<file path="config.mk">
export PLATFORM = sky130hd
export DESIGN_NAME = pc_fetch_unit
export DESIGN_NICKNAME = d
export VERILOG_FILES = /design/src/rtl/pc_fetch_unit.sv
export SDC_FILE = /design/constraint.sdc
export NUM_CORES = 1
export LEC_CHECK = 0
export CAP_MARGIN = 20
export CORE_MARGIN = 2
export CORE_UTILIZATION = 51
export DETAILED_ROUTE_END_ITERATION = 7
export PLACE_DENSITY = 0.86
export SYNTH_ARGS = -nofsm -noshare
export SYNTH_HDL_FRONTEND = slang
export SYNTH_SLANG_ARGS = --single-unit
</file>
<file path="constraint.sdc">
create_clock -name clk -period 5.7 [get_ports clk]
set_input_delay 0.57 -clock clk [delete_from_list [all_inputs] [get_ports clk]]
set_output_delay 0.57 -clock clk [all_outputs]
set_load 0.1 [all_outputs]
</file>
<file path="src/rtl/pc_fetch_unit.sv">
// pc_fetch_unit: next-PC generation and instruction-fetch front end.
// Owns the fetch PC, issues one imem request at a time over valid/ready,
// and buffers the returned word in a one-entry IF/ID slot. Redirects and
// exception entry flush younger work; misaligned targets become a marker
// entry for decode rather than a memory request.
//
// Ports:
//   clk, reset_n                      clock, async active-low reset
//   imem_req_valid/addr/ready         fetch request handshake (addr = fetch PC)
//   imem_resp_valid/data              instruction word return
//   if_valid/pc/instr/exc, if_ready   IF/ID slot towards decode
//   redir_valid/op/cond/pc/bimm/jimm/ra, epc   decode-stage control transfer
//   exc_req                           exception entry (wins over redir_valid)
// AW must be at least 29 so the j/jal region bits [AW-1:28] exist.
module pc_fetch_unit #(
    parameter int unsigned   AW       = 32,
    parameter logic [AW-1:0] RESET_PC = AW'(32'h0000_3000),
    parameter logic [AW-1:0] EXC_VEC  = AW'(32'h0000_4180)
) (
    input  logic          clk,
    input  logic          reset_n,
    output logic          imem_req_valid,
    output logic [AW-1:0] imem_req_addr,
    input  logic          imem_req_ready,
    input  logic          imem_resp_valid,
    input  logic [31:0]   imem_resp_data,
    output logic          if_valid,
    output logic [AW-1:0] if_pc,
    output logic [31:0]   if_instr,
    output logic          if_exc,
    input  logic          if_ready,
    input  logic          redir_valid,
    input  logic [1:0]    redir_op,
    input  logic          redir_cond,
    input  logic [AW-1:0] redir_pc,
    input  logic [AW-1:0] redir_bimm,
    input  logic [25:0]   redir_jimm,
    input  logic [AW-1:0] redir_ra,
    input  logic [AW-1:0] epc,
    input  logic          exc_req
);

    localparam int unsigned IW = 32;

    localparam logic [1:0] ST_REQ   = 2'd0;
    localparam logic [1:0] ST_WAIT  = 2'd1;
    localparam logic [1:0] ST_BLOCK = 2'd2;

    localparam logic [1:0] OP_BR   = 2'd0;
    localparam logic [1:0] OP_J    = 2'd1;
    localparam logic [1:0] OP_JR   = 2'd2;

    logic [1:0]    state_q,    state_d;
    logic [AW-1:0] fetch_pc_q, fetch_pc_d;
    logic [AW-1:0] req_pc_q,   req_pc_d;
    logic          kill_q,     kill_d;
    logic          if_valid_q, if_valid_d;
    logic [AW-1:0] if_pc_q,    if_pc_d;
    logic [IW-1:0] if_instr_q, if_instr_d;
    logic          if_exc_q,   if_exc_d;

    logic          redirect;
    logic [AW-1:0] redir_target;
    logic          buf_free;
    logic          pc_aligned;

    // A not-taken branch is not a redirect; exception entry always is.
    assign redirect   = exc_req |
                        (redir_valid & ~((redir_op == OP_BR) & ~redir_cond));
    assign buf_free   = ~if_valid_q | if_ready;
    assign pc_aligned = (fetch_pc_q[1:0] == 2'b00);

    // Redirect target selection, exception first.
    always_comb begin
        redir_target = epc;
        if (exc_req) begin
            redir_target = EXC_VEC;
        end else begin
            case (redir_op)
                OP_BR:   redir_target = redir_pc + AW'(4) + redir_bimm;
                OP_J:    redir_target = {redir_pc[AW-1:28], redir_jimm, 2'b00};
                OP_JR:   redir_target = redir_ra;
                default: redir_target = epc;
            endcase
        end
    end

    // Request is combinational so a redirect can suppress it in the same cycle.
    assign imem_req_valid = (state_q == ST_REQ) & buf_free & pc_aligned & ~redirect;
    assign imem_req_addr  = fetch_pc_q;

    // Next-state, fetch PC and IF/ID slot update.
    always_comb begin
        state_d    = state_q;
        fetch_pc_d = fetch_pc_q;
        req_pc_d   = req_pc_q;
        kill_d     = kill_q;
        if_valid_d = if_valid_q;
        if_pc_d    = if_pc_q;
        if_instr_d = if_instr_q;
        if_exc_d   = if_exc_q;

        if (if_valid_q && if_ready) begin
            if_valid_d = 1'b0;
        end

        case (state_q)
            ST_REQ: begin
                if (!redirect && buf_free) begin
                    if (!pc_aligned) begin
                        if_valid_d = 1'b1;
                        if_pc_d    = fetch_pc_q;
                        if_instr_d = '0;
                        if_exc_d   = 1'b1;
                        state_d    = ST_BLOCK;
                    end else if (imem_req_ready) begin
                        req_pc_d   = fetch_pc_q;
                        fetch_pc_d = fetch_pc_q + AW'(4);
                        state_d    = ST_WAIT;
                    end
                end
            end
            ST_WAIT: begin
                if (imem_resp_valid) begin
                    // Killed or same-cycle-redirected words are dropped.
                    if (!kill_q && !redirect) begin
                        if_valid_d = 1'b1;
                        if_pc_d    = req_pc_q;
                        if_instr_d = imem_resp_data;
                        if_exc_d   = 1'b0;
                    end
                    kill_d  = 1'b0;
                    state_d = ST_REQ;
                end else if (redirect) begin
                    kill_d = 1'b1;
                end
            end
            ST_BLOCK: begin
                if (redirect) begin
                    state_d = ST_REQ;
                end
            end
            default: begin
                state_d = ST_REQ;
            end
        endcase

        // Redirect wins over any slot load or consumption this cycle.
        if (redirect) begin
            fetch_pc_d = redir_target;
            if_valid_d = 1'b0;
            if_pc_d    = '0;
            if_instr_d = '0;
            if_exc_d   = 1'b0;
        end
    end

    // State and slot registers.
    always_ff @(posedge clk or negedge reset_n) begin
        if (!reset_n) begin
            state_q    <= ST_REQ;
            fetch_pc_q <= RESET_PC;
            req_pc_q   <= '0;
            kill_q     <= 1'b0;
            if_valid_q <= 1'b0;
            if_pc_q    <= '0;
            if_instr_q <= '0;
            if_exc_q   <= 1'b0;
        end else begin
            state_q    <= state_d;
            fetch_pc_q <= fetch_pc_d;
            req_pc_q   <= req_pc_d;
            kill_q     <= kill_d;
            if_valid_q <= if_valid_d;
            if_pc_q    <= if_pc_d;
            if_instr_q <= if_instr_d;
            if_exc_q   <= if_exc_d;
        end
    end

    assign if_valid = if_valid_q;
    assign if_pc    = if_pc_q;
    assign if_instr = if_instr_q;
    assign if_exc   = if_exc_q;

endmodule

</file>
==> flow_summary.ini, run 1 <==
[status]
status = finished clean

[layout]
syn2layout_area_growth_pct = 42.6
mostFrequentLayoutCell = clkdlybuf4s50_1
drive_gt1_frac = 0.0667
multiInputGateArea_sq_mm = 0.00520
utilization = 0.735
antennaDiodeCount = 0
nFillCells = 1261
most-common-layout-cells = clkdlybuf4s50_1, dfrtp_1, nor2_1
seqCellArea_sq_mm = 0.00333
fin_nets = 1415
finalNonFillerCells = 1394

[logic_synthesis]
synth_edf_count = 0
syn_nets = 1150
ys_types = 66
syn_avg_cell_area_sq_um = 9.90
synth_flop_cell = dfrtp_1
synth_cells = 891
ys_seq_area_frac = 0.378
synth_seq_cells = 133
syn_area_sq_mm = 0.00882
ys_warn_count = 0
synth-async-reset-ratio = 1.00

[clock_tree]
cts_sinks = 133
clk_pin_slew_worst_paths_ns = 0.06
postCtsSetupBuffers = 0
cts_buffers = 17
cts-root-buf = clkbuf_16
clk_latency_ns = 0.41
cts-resized-gates = 0
cts_hold_buf = 0
htreeDepth = 4
clock_path_buffers = 2
cts_tree = built

[grt]
grt_start_max_net_pins = 75
grt_pass1_vias = 8043
grt-ovfl-total = 0
antenna_found_initial = 0
grt_pass1_wl_mm = 41.7
grt_usage = 0.292

[die]
io_pins = 295
die_y_microns = 136
dieArea_sq_mm = 0.0184
die_w_microns = 136
core_sq_mm = 0.0171
num_rows = 48
start_util = 0.515

[power_and_ir_drop]
seq_power_share = 0.321
power_density_mw_per_mm2 = 283
p_leak_nw = 5.37
power_mw = 3.56
net-switching-power_mw = 1.25
p_clk_frac = 0.334
p_comb_frac = 0.346
switching_share = 0.352
p_int_mw = 2.31
peakVddDrop_mv = 0.196

[worst_setup_path]
worst-setup-path-type = in2reg
critPathLaunchType = input pin
crit_arrival_ns = 3.89
crit_fanout = 4
end_kind = register
rr_worst_depth = 7
worstPathRequired_ns = 6.00

[timing]
rsz0062_at_grt = no
max_freq_ghz = 0.278
hold_viol = 0
fin_crit_sh = 0.631
worst_pin_slew_ns = 1.08
setup_violations = 0
clock_skew_ns = 0.00926
tns_ns = 0
final-max-slew-violation-count = 0
relSlewSlack = 0.279
min_period_ns = 3.60

[place]
portBuffers = 294
gp_congestion = 0.937
dpl.cell_count = 1360
post-dp-hpwl_mm = 20.7

[route]
drt_iter0_drc = 627
wl_mm = 27.0
viasPerCell = 5.88
ant_nets = 0
wire_per_inst_microns = 19.4
dr.pass1.iters = 6
vias = 8194
drc = 0

[hold_path]
hold_path_class = in2async

[flow_run]
maxCapViolations = 0
stage by stage:
stage                     hold WS [ns]  cell area (sq um)  setup WS [ns]
after global placement           0.466              11900           1.78
after floorplan                  0.274               8820           1.99
final                            0.134              12600           2.10
after global routing             0.156              12600           1.99
after detailed placement         0.475              11900           1.70
after CTS                        0.140              12600           2.14
power groups by stage:
stage               sequential [mW]  clock (mW)  combinational (mW)
floorplan                      1.45           0               0.519
global placement               1.15           0                1.20
detailed placement             1.15           0                1.22
CTS                            1.14        1.20                1.23
global route                   1.15        1.24                1.32
finish                         1.14        1.19                1.23
cell families (layout without fill, tap and decap cells):
family	after synthesis	after routing	synth area share
fa+ha+maj	63	63	0.0902
simple gates	233	233	0.121
buf+inv	78	356	0.0362
mux	99	99	0.138
xor+xnor	48	48	0.0477
flops	133	133	0.378
compound gates	237	237	0.189
path summary, 6_finish.rpt:
kind / startpoint / endpoint / slack [ns]
worst min register to register: req_pc_q[30] / req_pc_q[30] / 0.48
min in group clk: req_pc_q[30] / req_pc_q[30] / 0.48
worst max register to register: imem_req_addr[1] / imem_req_addr[29] / 2.70
worst max-delay path: redir_pc[1] / imem_req_addr[23] / 2.10
worst min-delay path: reset_n / if_instr[5] / 0.13
max in group asynchronous: reset_n / if_instr[25] / 4.22
critical path, cell delays in order:
cell and delay [ns]:
clkdlybuf4s50_1 0.41, ha_1 0.30, ha_1 0.24, fa_1 0.43, a211oi_1 0.35, o21ai_1 0.18
a211oi_2 0.28, o31ai_2 0.16, a31oi_2 0.26, xnor2_1 0.09, mux4_2 0.45, a22o_1 0.18
registers in the layout, indices dropped and copies added, names as in the netlist:
register       count
if_exc             1
if_instr          32
if_pc             32
if_valid           1
imem_req_addr     32
kill_q             1
req_pc_q          32
state_q            2
Yosys cell counts, drive strengths merged, types with 6 or more instances:
cell type / n / area [sq um]
nand2b: 6 / 37.5
a31oi: 8 / 56.3
nor2b: 7 / 43.8
nand2: 51 / 191
nor3: 12 / 60.1
clkbuf: 43 / 161
o21bai: 6 / 45.0
and3: 12 / 75.1
inv: 19 / 71.3
a21oi: 41 / 205
a211oi: 46 / 350
xor2: 17 / 149
nand3: 19 / 95.1
ha: 62 / 776
a22o: 35 / 307
buf: 16 / 86.3
mux4: 15 / 338
mux2: 34 / 383
nor2: 97 / 364
nand4: 10 / 62.6
a21o: 18 / 135
dfrtp: 131 / 3280
o21ai: 40 / 200
mux2i: 50 / 500
xnor2: 31 / 272
final cells by class:
cell class              count  share of cell area
clock buffers              19              0.0352
repair buffers            305               0.242
inverters                  19             0.00567
clock inverters            13              0.0162
flip-flops and latches    133               0.265
multi-input cells         680               0.414
well taps                 225              0.0224
metal layers:
metal | part of all wire | track usage | vias up
li1 | - | - | 3853
met1 | 0.42 | 0.372 | 3887
met2 | 0.48 | 0.488 | 407
met3 | 0.075 | 0.0643 | 47
met4 | 0.025 | 0.110 | 0
met5 | 0 | 0 | -
No activity file was read; power rests on OpenSTA's default activity.
==> run 2, diff against run 1 <==
--- a/config.mk
+++ b/config.mk
@@ -7,9 +7,9 @@
 export LEC_CHECK = 0
 export CAP_MARGIN = 20
 export CORE_MARGIN = 2
-export CORE_UTILIZATION = 51
+export CORE_UTILIZATION = 42
 export DETAILED_ROUTE_END_ITERATION = 7
-export PLACE_DENSITY = 0.86
+export PLACE_DENSITY = 0.75
 export SYNTH_ARGS = -nofsm -noshare
 export SYNTH_HDL_FRONTEND = slang
 export SYNTH_SLANG_ARGS = --single-unit
==> constraint.sdc (replaced) <==
create_clock -name clk -period 3 [get_ports clk]
set_input_delay 0.3 -clock clk [delete_from_list [all_inputs] [get_ports clk]]
set_output_delay 0.3 -clock clk [all_outputs]
set_load 0.1 [all_outputs]
==> run 2 against run 1 <==
Effect of this change: die area grew 21%; sequential share of layout area fell by 1.0 points; clock skew decreased by 0.00052 ns; critical endpoint unchanged; largest cell class unchanged; largest power group unchanged.
==> flow_summary.ini, run 2 (synthesis gave the netlist of run 1 again) <==
[status]
status = finished clean

[timing]
clock_skew_ns = 0.00874
worst_pin_slew_ns = 0.982
fin_crit_sh = 0.995
hold_viol = 0
min_period_ns = 2.99
holdWs_ns = 0.474
max_freq_ghz = 0.335
rsz0062_at_grt = yes
relSlewSlack = 0.343
final-max-slew-violation-count = 0
setup_violations = 0

[worst_setup_path]
crit_fanout = 2
worstPathRequired_ns = 3.29
rr_worst_depth = 7
end_kind = register
r2r_end = imem_req_addr[28]
r2r_setup_slack_ns = 0.40
crit_arrival_ns = 3.28
critPathLaunchType = input pin
worst-setup-path-type = in2reg
r2r-start = imem_req_addr[1]

[layout]
nFillCells = 1760
drive_gt1_frac = 0.203
fin_nets = 1495
mostFrequentLayoutCell = clkdlybuf4s50_1
finalNonFillerCells = 1524
antennaDiodeCount = 0
syn2layout_area_growth_pct = 48.2
most-common-layout-cells = clkdlybuf4s50_1, buf_4, dfrtp_1

[hold_path]
hold_path_class = in2async

[clock_tree]
htreeDepth = 4
clk_latency_ns = 0.40
cts_sinks = 133
cts_tree = built
cts-root-buf = clkbuf_16
clock_path_buffers = 2
clk_pin_slew_worst_paths_ns = 0.06
cts_buffers = 17

[place]
portBuffers = 294
gp_congestion = 0.899
post-dp-hpwl_mm = 22.2
dpl.cell_count = 1488

[route]
viasPerCell = 5.45
drt_iter0_drc = 454
wire_per_inst_microns = 18.1
wl_mm = 27.6
dr.pass1.iters = 4
drc = 0
ant_nets = 0
vias = 8307

[grt]
grt_pass1_wl_mm = 43.5
grt_pass1_vias = 8182
grt_usage = 0.251
grt-ovfl-total = 0
grt_start_max_net_pins = 69
antenna_found_initial = 1

[flow_run]
maxCapViolations = 0

[die]
io_pins = 295
die_y_microns = 149
dieArea_sq_mm = 0.0222
num_rows = 53
die_w_microns = 149
start_util = 0.424
core_sq_mm = 0.0208

[power_and_ir_drop]
p_leak_nw = 5.89
power_mw = 6.73
power_density_mw_per_mm2 = 515
peakVddDrop_mv = 0.431
[run 2: routing by layer]
metal / vias to the layer above / share of wire / routed length, microns / global-route usage
li1: 4021 / - / - / -
met1: 3904 / 0.43 / 11900 / 0.330
met2: 339 / 0.47 / 13000 / 0.415
met3: 41 / 0.074 / 2030 / 0.0593
met4: 2 / 0.022 / 617 / 0.0662
met5: - / 0.00040 / 11 / 0
[run 2: final cells by class]
type / instances / area, sq um / share of cell area
Sequential cell: 133 / 3330 / 0.255
Clock buffer: 19 / 443 / 0.0339
Inverter: 19 / 71.3 / 0.00546
Multi-Input combinational cell: 680 / 5300 / 0.405
Tap cell: 275 / 344 / 0.0263
Timing Repair Buffer: 385 / 3430 / 0.263
Clock inverter: 13 / 158 / 0.0121
[run 2: through the flow]
step | cell area (sq um) | setup TNS, ns | util | worst slack [ns]
after floorplan | 8830 | 0 | - | 0.0222
after global placement | 12400 | -6.58 | 0.593 | -0.583
after detailed placement | 12400 | -7.73 | 0.593 | -0.659
after CTS | 13000 | 0 | 0.623 | 0.0142
after global routing | 13100 | -0.0462 | 0.628 | -0.0462
final | 13100 | 0 | 0.628 | 0.0148
[run 2: critical path: stages]
cell and delay [ns]:
clkdlybuf4s50_1 0.40, ha_1 0.29, ha_2 0.20, fa_2 0.37, a211oi_4 0.26, o21ai_2 0.11, a211oi_2 0.29, o31ai_2 0.12
a31oi_2 0.20, xnor2_1 0.09, mux4_2 0.45, a22o_1 0.19
[run 2: timing repair]
action                     4_1_cts  5_1_grt
gates cloned                     0        0
setup endpoints to repair        5       15
hold endpoints to repair        63        0
gates resized for setup          3       15
setup buffers                    1        2
hold buffers                     1        0
pin swaps                        5        4
[run 2: how the worst max path moves through the flow]
stage,depth (start not counted),end,slack [ns],from
2_1_floorplan,11,imem_req_addr[23],0.02,redir_pc[1]
3_3_place_gp,12,imem_req_addr[23],-0.58,redir_bimm[1]
3_5_place_dp,12,imem_req_addr[23],-0.66,redir_pc[1]
4_1_cts,12,imem_req_addr[23],0.01,redir_pc[1]
5_1_grt,12,imem_req_addr[23],-0.05,redir_pc[1]
6_report,12,imem_req_addr[23],0.01,redir_pc[1]
[run 2: report_power, final]
group          internal, mW  switching (mW)
combinational         0.996            1.49
sequential             2.00           0.164
clock                  1.33           0.752
total                  4.32            2.41
==> run 3, diff against run 2 <==
--- a/config.mk
+++ b/config.mk
@@ -5,8 +5,8 @@
 export SDC_FILE = /design/constraint.sdc
 export NUM_CORES = 1
 export LEC_CHECK = 0
+export ABC_CLOCK_PERIOD_IN_PS = 3000
 export CAP_MARGIN = 20
-export CORE_MARGIN = 2
 export CORE_UTILIZATION = 42
 export DETAILED_ROUTE_END_ITERATION = 7
 export PLACE_DENSITY = 0.75
==> run 3 against run 2 <==
Effect of this change: clock skew is 0.0011 ns higher; register-to-register slack better by 0.06 ns; first-iteration DRC count is 9.5% higher; critical path type unchanged; critical endpoint unchanged; largest cell class unchanged; largest power group unchanged.
==> flow_summary.ini, run 3 (synthesis gave the netlist of run 1 again) <==
[layout]
drive_gt1_frac = 0.198
multiInputGateArea_sq_mm = 0.00532
finalNonFillerCells = 1515
seqCellArea_sq_mm = 0.00333
most-common-layout-cells = clkdlybuf4s50_1, buf_4, dfrtp_1
mostFrequentLayoutCell = clkdlybuf4s50_1
syn2layout_area_growth_pct = 49.3
nFillCells = 1717
fin_nets = 1491
antennaDiodeCount = 0

[place]
dpl.cell_count = 1481
gp_congestion = 0.911
portBuffers = 294
post-dp-hpwl_mm = 22.2

[route]
wl_met3_mm = 1.83
dr.pass1.iters = 5
wl_met1_mm = 12.1
drc = 0
vias = 8361
ant_nets = 0
drt_iter0_drc = 497
met2_length_mm = 13.5
viasPerCell = 5.52
wl_mm = 28.0
top_layer_used = met4
wire_per_inst_microns = 18.5

[power_and_ir_drop]
power_density_mw_per_mm2 = 522
peakVddDrop_mv = 0.414
p_leak_nw = 5.94

[grt]
grt-ovfl-total = 0
grt_pass1_vias = 8331
grt_pass1_wl_mm = 44.3
antenna_found_initial = 0
grt_start_max_net_pins = 86
grt_usage = 0.261

[worst_setup_path]
critPathMostFrequentCell = ha_4
rr_worst_depth = 8
worstPathRequired_ns = 3.30
crit_cells = 11
crit_arrival_ns = 3.22
cpPeakStageDelay_ns = 0.52
end_kind = register
critPathSlowestCell = clkdlybuf4s50_1
crit_fanout = 2
critPathLaunchType = input pin
path_cells = clkdlybuf4s50_1 -> ha_4 -> ha_4 -> a2111oi_4 -> o21ai_2 -> a211oi_2 -> o31ai_2 -> a31oi_2 -> xnor2_1 -> mux4_2 -> a22o_1
worst-setup-path-type = in2reg
worst-path-buf-inv = 1
crit_family = compound AO/OA/AOI/OAI gates

[clock_tree]
clock_path_buffers = 2
clk_latency_ns = 0.41
clk_pin_slew_worst_paths_ns = 0.06
cts_sinks = 133
cts_tree = built
htreeDepth = 4
cts_buffers = 17
cts-root-buf = clkbuf_16

[timing]
setup_violations = 0
hold_viol = 0
relSlewSlack = 0.346
fin_crit_sh = 0.973
max_freq_ghz = 0.343
holdWs_ns = 0.485
clock_skew_ns = 0.00985
final-max-slew-violation-count = 0
worst_pin_slew_ns = 0.978
min_period_ns = 2.92

[hold_path]
hold_depth = 4
hold_path_class = in2reg

[die]
die_w_microns = 147
core_sq_mm = 0.0204
die_y_microns = 147
start_util = 0.432
num_rows = 52
io_pins = 295
dieArea_sq_mm = 0.0216

[status]
status = finished clean

[flow_run]
maxCapViolations = 0
[run 3: per-layer routing]
metal | vias to the layer above | global-route usage
met5 | - | 0
met1 | 3952 | 0.342
met4 | 0 | 0.0773
met2 | 378 | 0.440
met3 | 36 | 0.0469
li1 | 3995 | -
[run 3: area by class of cell]
| type | count | share of cell area |
|---|---|---|
| clock buffers | 18 | 0.0326 |
| clock inverters | 14 | 0.0154 |
| inverters | 19 | 0.00542 |
| multi-input cells | 680 | 0.404 |
| flip-flops and latches | 133 | 0.253 |
| well taps | 270 | 0.0257 |
| repair buffers | 381 | 0.264 |
[run 3: repair_timing]
action	4_1_cts	5_1_grt
hold buffers	1	0
buffers inserted	0	1
pin swaps	3	14
resized for setup	2	21
endpoints found under the setup margin	3	16
hold endpoints to repair	84	0
gates cloned	0	0
[run 3: worst paths after layout]
kind                                        from           endpoint  slack (ns)
worst max-delay path                 redir_pc[8]  imem_req_addr[23]        0.08
worst min-delay path                 redir_op[1]  imem_req_addr[19]        0.48
worst max register to register  imem_req_addr[1]  imem_req_addr[30]        0.46
worst min register to register      req_pc_q[11]       req_pc_q[11]        0.49
max in group asynchronous                reset_n  imem_req_addr[12]        1.71
min in group asynchronous                reset_n       if_instr[23]        0.51
[run 3: report_power, final]
| group | internal (mW) | switching, mW | total (mW) | leakage, nW |
|---|---|---|---|---|
| clock network | 1.40 | 0.798 | 2.20 | 0.305 |
| registers | 2.00 | 0.167 | 2.16 | 1.78 |
| logic | 1.00 | 1.50 | 2.51 | 3.86 |
[run 3: worst reg2reg max path: stages, from the launching register on]
cell and delay (ns):
dfrtp_1 0.44, nor2_1 0.31, nand4_1 0.30, or3_1 0.49, inv_1 0.10, and3_1 0.17, xnor2_1 0.13, o22ai_1 0.09
or3b_1 0.39
[run 3: metrics by stage]
step                      worst slack, ns  setup TNS [ns]  instance area [sq um]  utilization  power (mW)
final                              0.0812               0                  13200        0.644        6.87
after global routing             -0.00126        -0.00126                  13200        0.644        7.18
after CTS                         -0.0465         -0.0465                  13000        0.639        6.88
after detailed placement           -0.561           -7.94                  12400        0.607        4.65
after global placement             -0.555           -7.06                  12400        0.605        4.61
after floorplan                    0.0222               0                   8830            -        3.74
==> RTL change 1 (flow settings as in run 2) <==
The parameter `AW` goes from 32 to 48.
--- a/src/rtl/pc_fetch_unit.sv
+++ b/src/rtl/pc_fetch_unit.sv
@@ -14,5 +14,5 @@
 // AW must be at least 29 so the j/jal region bits [AW-1:28] exist.
 module pc_fetch_unit #(
-    parameter int unsigned   AW       = 32,
+    parameter int unsigned   AW       = 48,
     parameter logic [AW-1:0] RESET_PC = AW'(32'h0000_3000),
     parameter logic [AW-1:0] EXC_VEC  = AW'(32'h0000_4180)
Ports: changed (6 resized); port bits go from 295 to 391. The function was not compared with the original's and may differ.
==> RTL change 1 against run 2 <==
Worst setup slack better by 0.0031 ns; synthesized area up 43%; routed wire length up 73%; synthesized cell count up 45%; sequential cell count up 48; design area up 52%; worst hold slack worse by 0.017 ns; first-iteration DRC count up 120%; total power up 42%; critical endpoint is now imem_req_addr[45]$_DFFE_PN0P_.
==> RTL change 1: results (changes against run 2) <==
Critical path
  – Worst EP arrival: 3.30 ns (+0.02 ns)
  – Critical register-to-register path endpoint: imem_req_addr[44]$_DFFE_PN0P_
  – R2r setup slk: 0.25 ns (-0.15 ns)
  – Worst-path maximum fanout: 3 (+1)

Placed design
  – DP Wirelength: 36710 um (+65%)
  – Dpl ws: -0.8615 ns (-0.2024 ns)

GRT
  – Met1 Usage GRT: 36.22% (+3.2 points)
  – Grt met2 use: 50.41% (+8.9 points)
  – Global-route wire length before repair: 70600 um (+62%)

Drt
  – TritonRoute pass-1 iters: 6 (+2)
  – Iter 0 DRT Violations: 1018 (+120%)
  – Routed wire length: 47870 um (+73%)
  – Met2 WL: 23500 um (+80%)
  – Met3 routed WL: 3572 um (+76%)
  – Routed met1 length: 19420 um (+63%)

Yosys
  – Top cells by area, synth: dfrtp_1 36%, ha_1 9.3%, mux4_2 5.7%, mux2i_1 4.9%, mux2_2 4.4%
  – Synth cell count leaders: 179 x dfrtp_1, 144 x nor2_1, 99 x nand2_1
  – Yosys cell types: 67 (+1.5%)
  – Seq/Total Area, Yosys: 35.97% (-1.8 points)

Clock network
  – Skew-Pair Late Insertion Delay: 0.43 ns (+0.03 ns)

STA
  – Worst-Margin Slew: 0.9852 ns (+0.003299 ns)
  – WHS: 0.4570 ns (-0.01653 ns)
  – Clock Skew: 0.01460 ns (+0.005858 ns)

Power
  – LEAKAGE: 8.733 nW (+48%)

Status
  – Outcome: finished, final reports clean

Final layout
  – Share of cells above drive strength 1: 32.70% (+12 points)
## RTL change 1: changes by cell type in the layout (fill, tap and decap cells not counted), sizes merged, moves of 16 or more
cell,run 2,this run
buf,173,335
dfrtp,131,179
nand2,51,99
nor2,97,144
a21oi,41,74
ha,62,94
xor2,17,36
mux4,15,32
a211oi,46,62
dlygate4sd2,0,16
## RTL change 1: how the worst max path moves through the flow
stage,cells after the start,slack (ns),startpoint,end
2_1_floorplan,13,-0.17,redir_pc[1],imem_req_addr[45]$_DFFE_PN0P_
3_5_place_dp,14,-0.86,redir_pc[18],imem_req_addr[35]$_DFFE_PN0P_
4_1_cts,13,-0.004,redir_pc[9],imem_req_addr[28]$_DFFE_PN0P_
5_1_grt,15,-0.08,redir_pc[19],imem_req_addr[26]$_DFFE_PN0P_
6_report,14,0.02,redir_pc[1],imem_req_addr[45]$_DFFE_PN0P_
3_3_place_gp,14,-0.88,redir_pc[18],imem_req_addr[35]$_DFFE_PN0P_
## RTL change 1: worst reg2reg max path, delay by kind of cell (launching register included)
family                    cells  cell delay [ns]
and+or+nand+nor               7             1.51
DFF                           1             0.60
AOI/OAI and AO/OA             2             0.21
buffers and inverters         1             0.17
xor gates and xnor gates      1             0.17
## RTL change 1: cells by family (layout without fill, tap and decap cells)
| kind of cell | count (synthesis) | in the layout | share of synthesized area (%) |
|---|---|---|---|
| buffers and inverters | 101 | 658 | 3.049 |
| multiplexers | 143 | 143 | 15.03 |
| other | 0 | 1 | 0 |
| AND/OR/NAND/NOR | 366 | 366 | 13.08 |
| XOR/XNOR | 75 | 75 | 5.214 |
| flip-flops | 181 | 181 | 35.97 |
| AO/OA/AOI/OAI | 332 | 332 | 18.17 |
| adder cells (fa/ha/maj) | 95 | 95 | 9.495 |
## RTL change 1: repair_timing
action	CTS	global route
hold endpoints to repair	77	0
endpoints found under the setup margin	31	17
resized for setup	120	107
hold buffers	1	0
pin swaps	60	56
cloned	0	0
buffers inserted	14	7
## RTL change 1: final cells by class
cell class                      instances  area, um2
Fill cell                            2241       9717
Multi-Input combinational cell       1011       8827
Timing Repair Buffer                  604       5269
Sequential cell                       181       4543
Tap cell                              390      488.0
Clock buffer                           19      432.9
Clock inverter                         12      178.9
Inverter                               23      101.3
Antenna cell                            1      2.502
## RTL change 1: report_power, final
group	switching [W]	leakage [nW]	total, W	internal [W]
sequential	0.000250	2.41	0.00297	0.00272
clock	0.000955	0.290	0.00235	0.00139
combinational	0.00243	6.03	0.00422	0.00179
total	0.00364	8.73	0.00954	0.00591
## RTL change 1: metrics by stage
stage	instances	utilization [%]	TNS (ns)
after floorplan	1293	-	-0.2831
after CTS	2233	65.42	-0.004423
after detailed placement	2188	61.70	-23.03
final	2241	67.13	0
after global routing	2240	67.12	-0.2165
after global placement	2188	61.70	-22.22
==> RTL change 2 (settings of run 2) <==
Made on the original files. Take the reset off `if_instr_q` and load it in a clocked block of its own.
--- a/src/rtl/pc_fetch_unit.sv
+++ b/src/rtl/pc_fetch_unit.sv
@@ -165,5 +165,4 @@
             if_valid_q <= 1'b0;
             if_pc_q    <= '0;
-            if_instr_q <= '0;
             if_exc_q   <= 1'b0;
         end else begin
@@ -174,7 +173,10 @@
             if_valid_q <= if_valid_d;
             if_pc_q    <= if_pc_d;
-            if_instr_q <= if_instr_d;
             if_exc_q   <= if_exc_d;
         end
+    end
+
+    always_ff @(posedge clk) begin
+        if_instr_q <= if_instr_d;
     end
 
Check against the original RTL: differs if reset_n is asserted again (counterexample within 4 cycles, from zero or initial values and one cycle with reset_n low); with reset_n held inactive, the same outputs for 4 cycles.
==> RTL change 2 against run 2 <==
Design area increased by 4.4%; cell count increased by 9.9%; worst setup slack improved by 0.061 ns; total power decreased by 6.1%; synthesized area increased by 2.0%; routed wire length increased by 9.4%; sequential cell count unchanged; worst hold slack got worse by 0.056 ns; critical endpoint is now imem_req_addr[19]$_DFFE_PN0P_; highest routed layer is now met4.
==> RTL change 2: results (changes against run 2) <==
Critical path
  – Worst setup path end: imem_req_addr[19]$_DFFE_PN0P_
  – Crit. Startpoint: redir_bimm[9]
  – Critical Path Stages: 11 (-1)
  – Launch point of the worst reg-to-reg path: imem_req_addr[3]$_DFFE_PN0P_
  – Worst Reg2Reg Path Length in Cells: 9 (+2)
  – Worst-path maximum fanout: 5 (+3)
  – R2r setup slk: 0.44 ns (+0.04 ns)
  – Critical register-to-register path endpoint: imem_req_addr[20]$_DFFE_PN0P_
  – Worst EP arrival: 3.22 ns (-0.06 ns)

Final layout
  – Share of cells above drive strength 1: 23.43% (+3.1 points)
  – Fin nets: 1646 (+10%)

Yosys
  – Net count after synthesis: 1283 (+12%)
  – Mapped Cells: 1024 (+15%)
  – Seq/Total Area, Yosys: 35.24% (-2.5 points)
  – Yosys cell types: 65 (-1.5%)
  – Synth cell count leaders: 126 x nand2_1, 99 x dfrtp_1, 96 x a21oi_1
  – Top cells by area, synth: dfrtp_1 28%, ha_1 8.6%, dfxtp_1 7.1%, a21oi_1 5.3%, nand2_1 5.3%

Power
  – Largest vdd supply drop: 0.3595 mV (-17%)
  – LEAKAGE: 5.871 nW (-0.30%)
  – Comb. pwr: 0.00230 W (-8%)
  – Int Power: 0.004158 W (-3.7%)
  – Gate power share: 36.5% (-0.5 points)
  – P_clk: 0.00191 W (-8%)

GRT
  – Largest net degree at the start of global routing: 53 (-23%)
  – Global-route wire length before repair: 45540 um (+4.6%)
  – Grt met2 use: 43.20% (+1.7 points)
  – Initial antenna violation count: 0 (-1)
  – Vias in the first global route: 8826 (+7.9%)
  – GRT Resource Usage Total: 25.83% (+0.77 points)
  – Global routing usage on met3: 4.636% (-1.3 points)
  – Met1 Usage GRT: 33.95% (+0.93 points)

Placed design
  – DP Wirelength: 23610 um (+6.1%)
  – Placed Area: 0.01274 mm2 (+3.1%)
  – Dpl ws: -0.6915 ns (-0.03240 ns)
  – RD Place Congestion: 0.9036 (+0.47%)

Drt
  – Routed wire length: 30240 um (+9.4%)
  – DR vias/cell: 5.494 (+0.80%)
  – Met2 WL: 14480 um (+11%)
  – DR top layer: met4
  – Vias: 9203 (+11%)
  – Iter 0 DRT Violations: 526 (+16%)
  – Routed met1 length: 12740 um (+6.8%)
  – Met3 routed WL: 2295 um (+13%)

STA
  – Clock Skew: 0.01211 ns (+0.003368 ns)
  – Worst-Margin Slew: 0.9906 ns (+0.008774 ns)

Clock network
  – Hold_buf cts: 1 (unchanged)
  – Setup bufs post-CTS: 2 (+1)

Status
  – Outcome: finished, final reports clean
==> RTL change 2: changes by cell type after synthesis, sizes merged, moves of 26 or more <==
cell    delta
nor2      -26
o21ai     +32
nand3     +33
a21oi     +55
a22o      -32
dfrtp     -32
dfxtp     +32
a211oi    -31
nand2     +75
==> RTL change 2: area by class of cell <==
type / count / area, um2
tap: 275 / 344.1
multi-input combinational: 799 / 5788
clock inverter: 9 / 75.07
sequential: 133 / 3171
clock buffer: 23 / 467.9
fill: 1726 / 7377
inverter: 23 / 86.33
timing repair buffer: 413 / 3712
==> RTL change 2: kinds of logic after synthesis <==
logic type | after synthesis | share of synthesized area, %
adders and majority gates | 63 | 8.844
xor gates and xnor gates | 44 | 4.283
DFF | 133 | 35.24
buffers and inverters | 92 | 3.908
muxes | 92 | 12.75
AOI/OAI and AO/OA | 270 | 18.29
and+or+nand+nor | 330 | 16.69
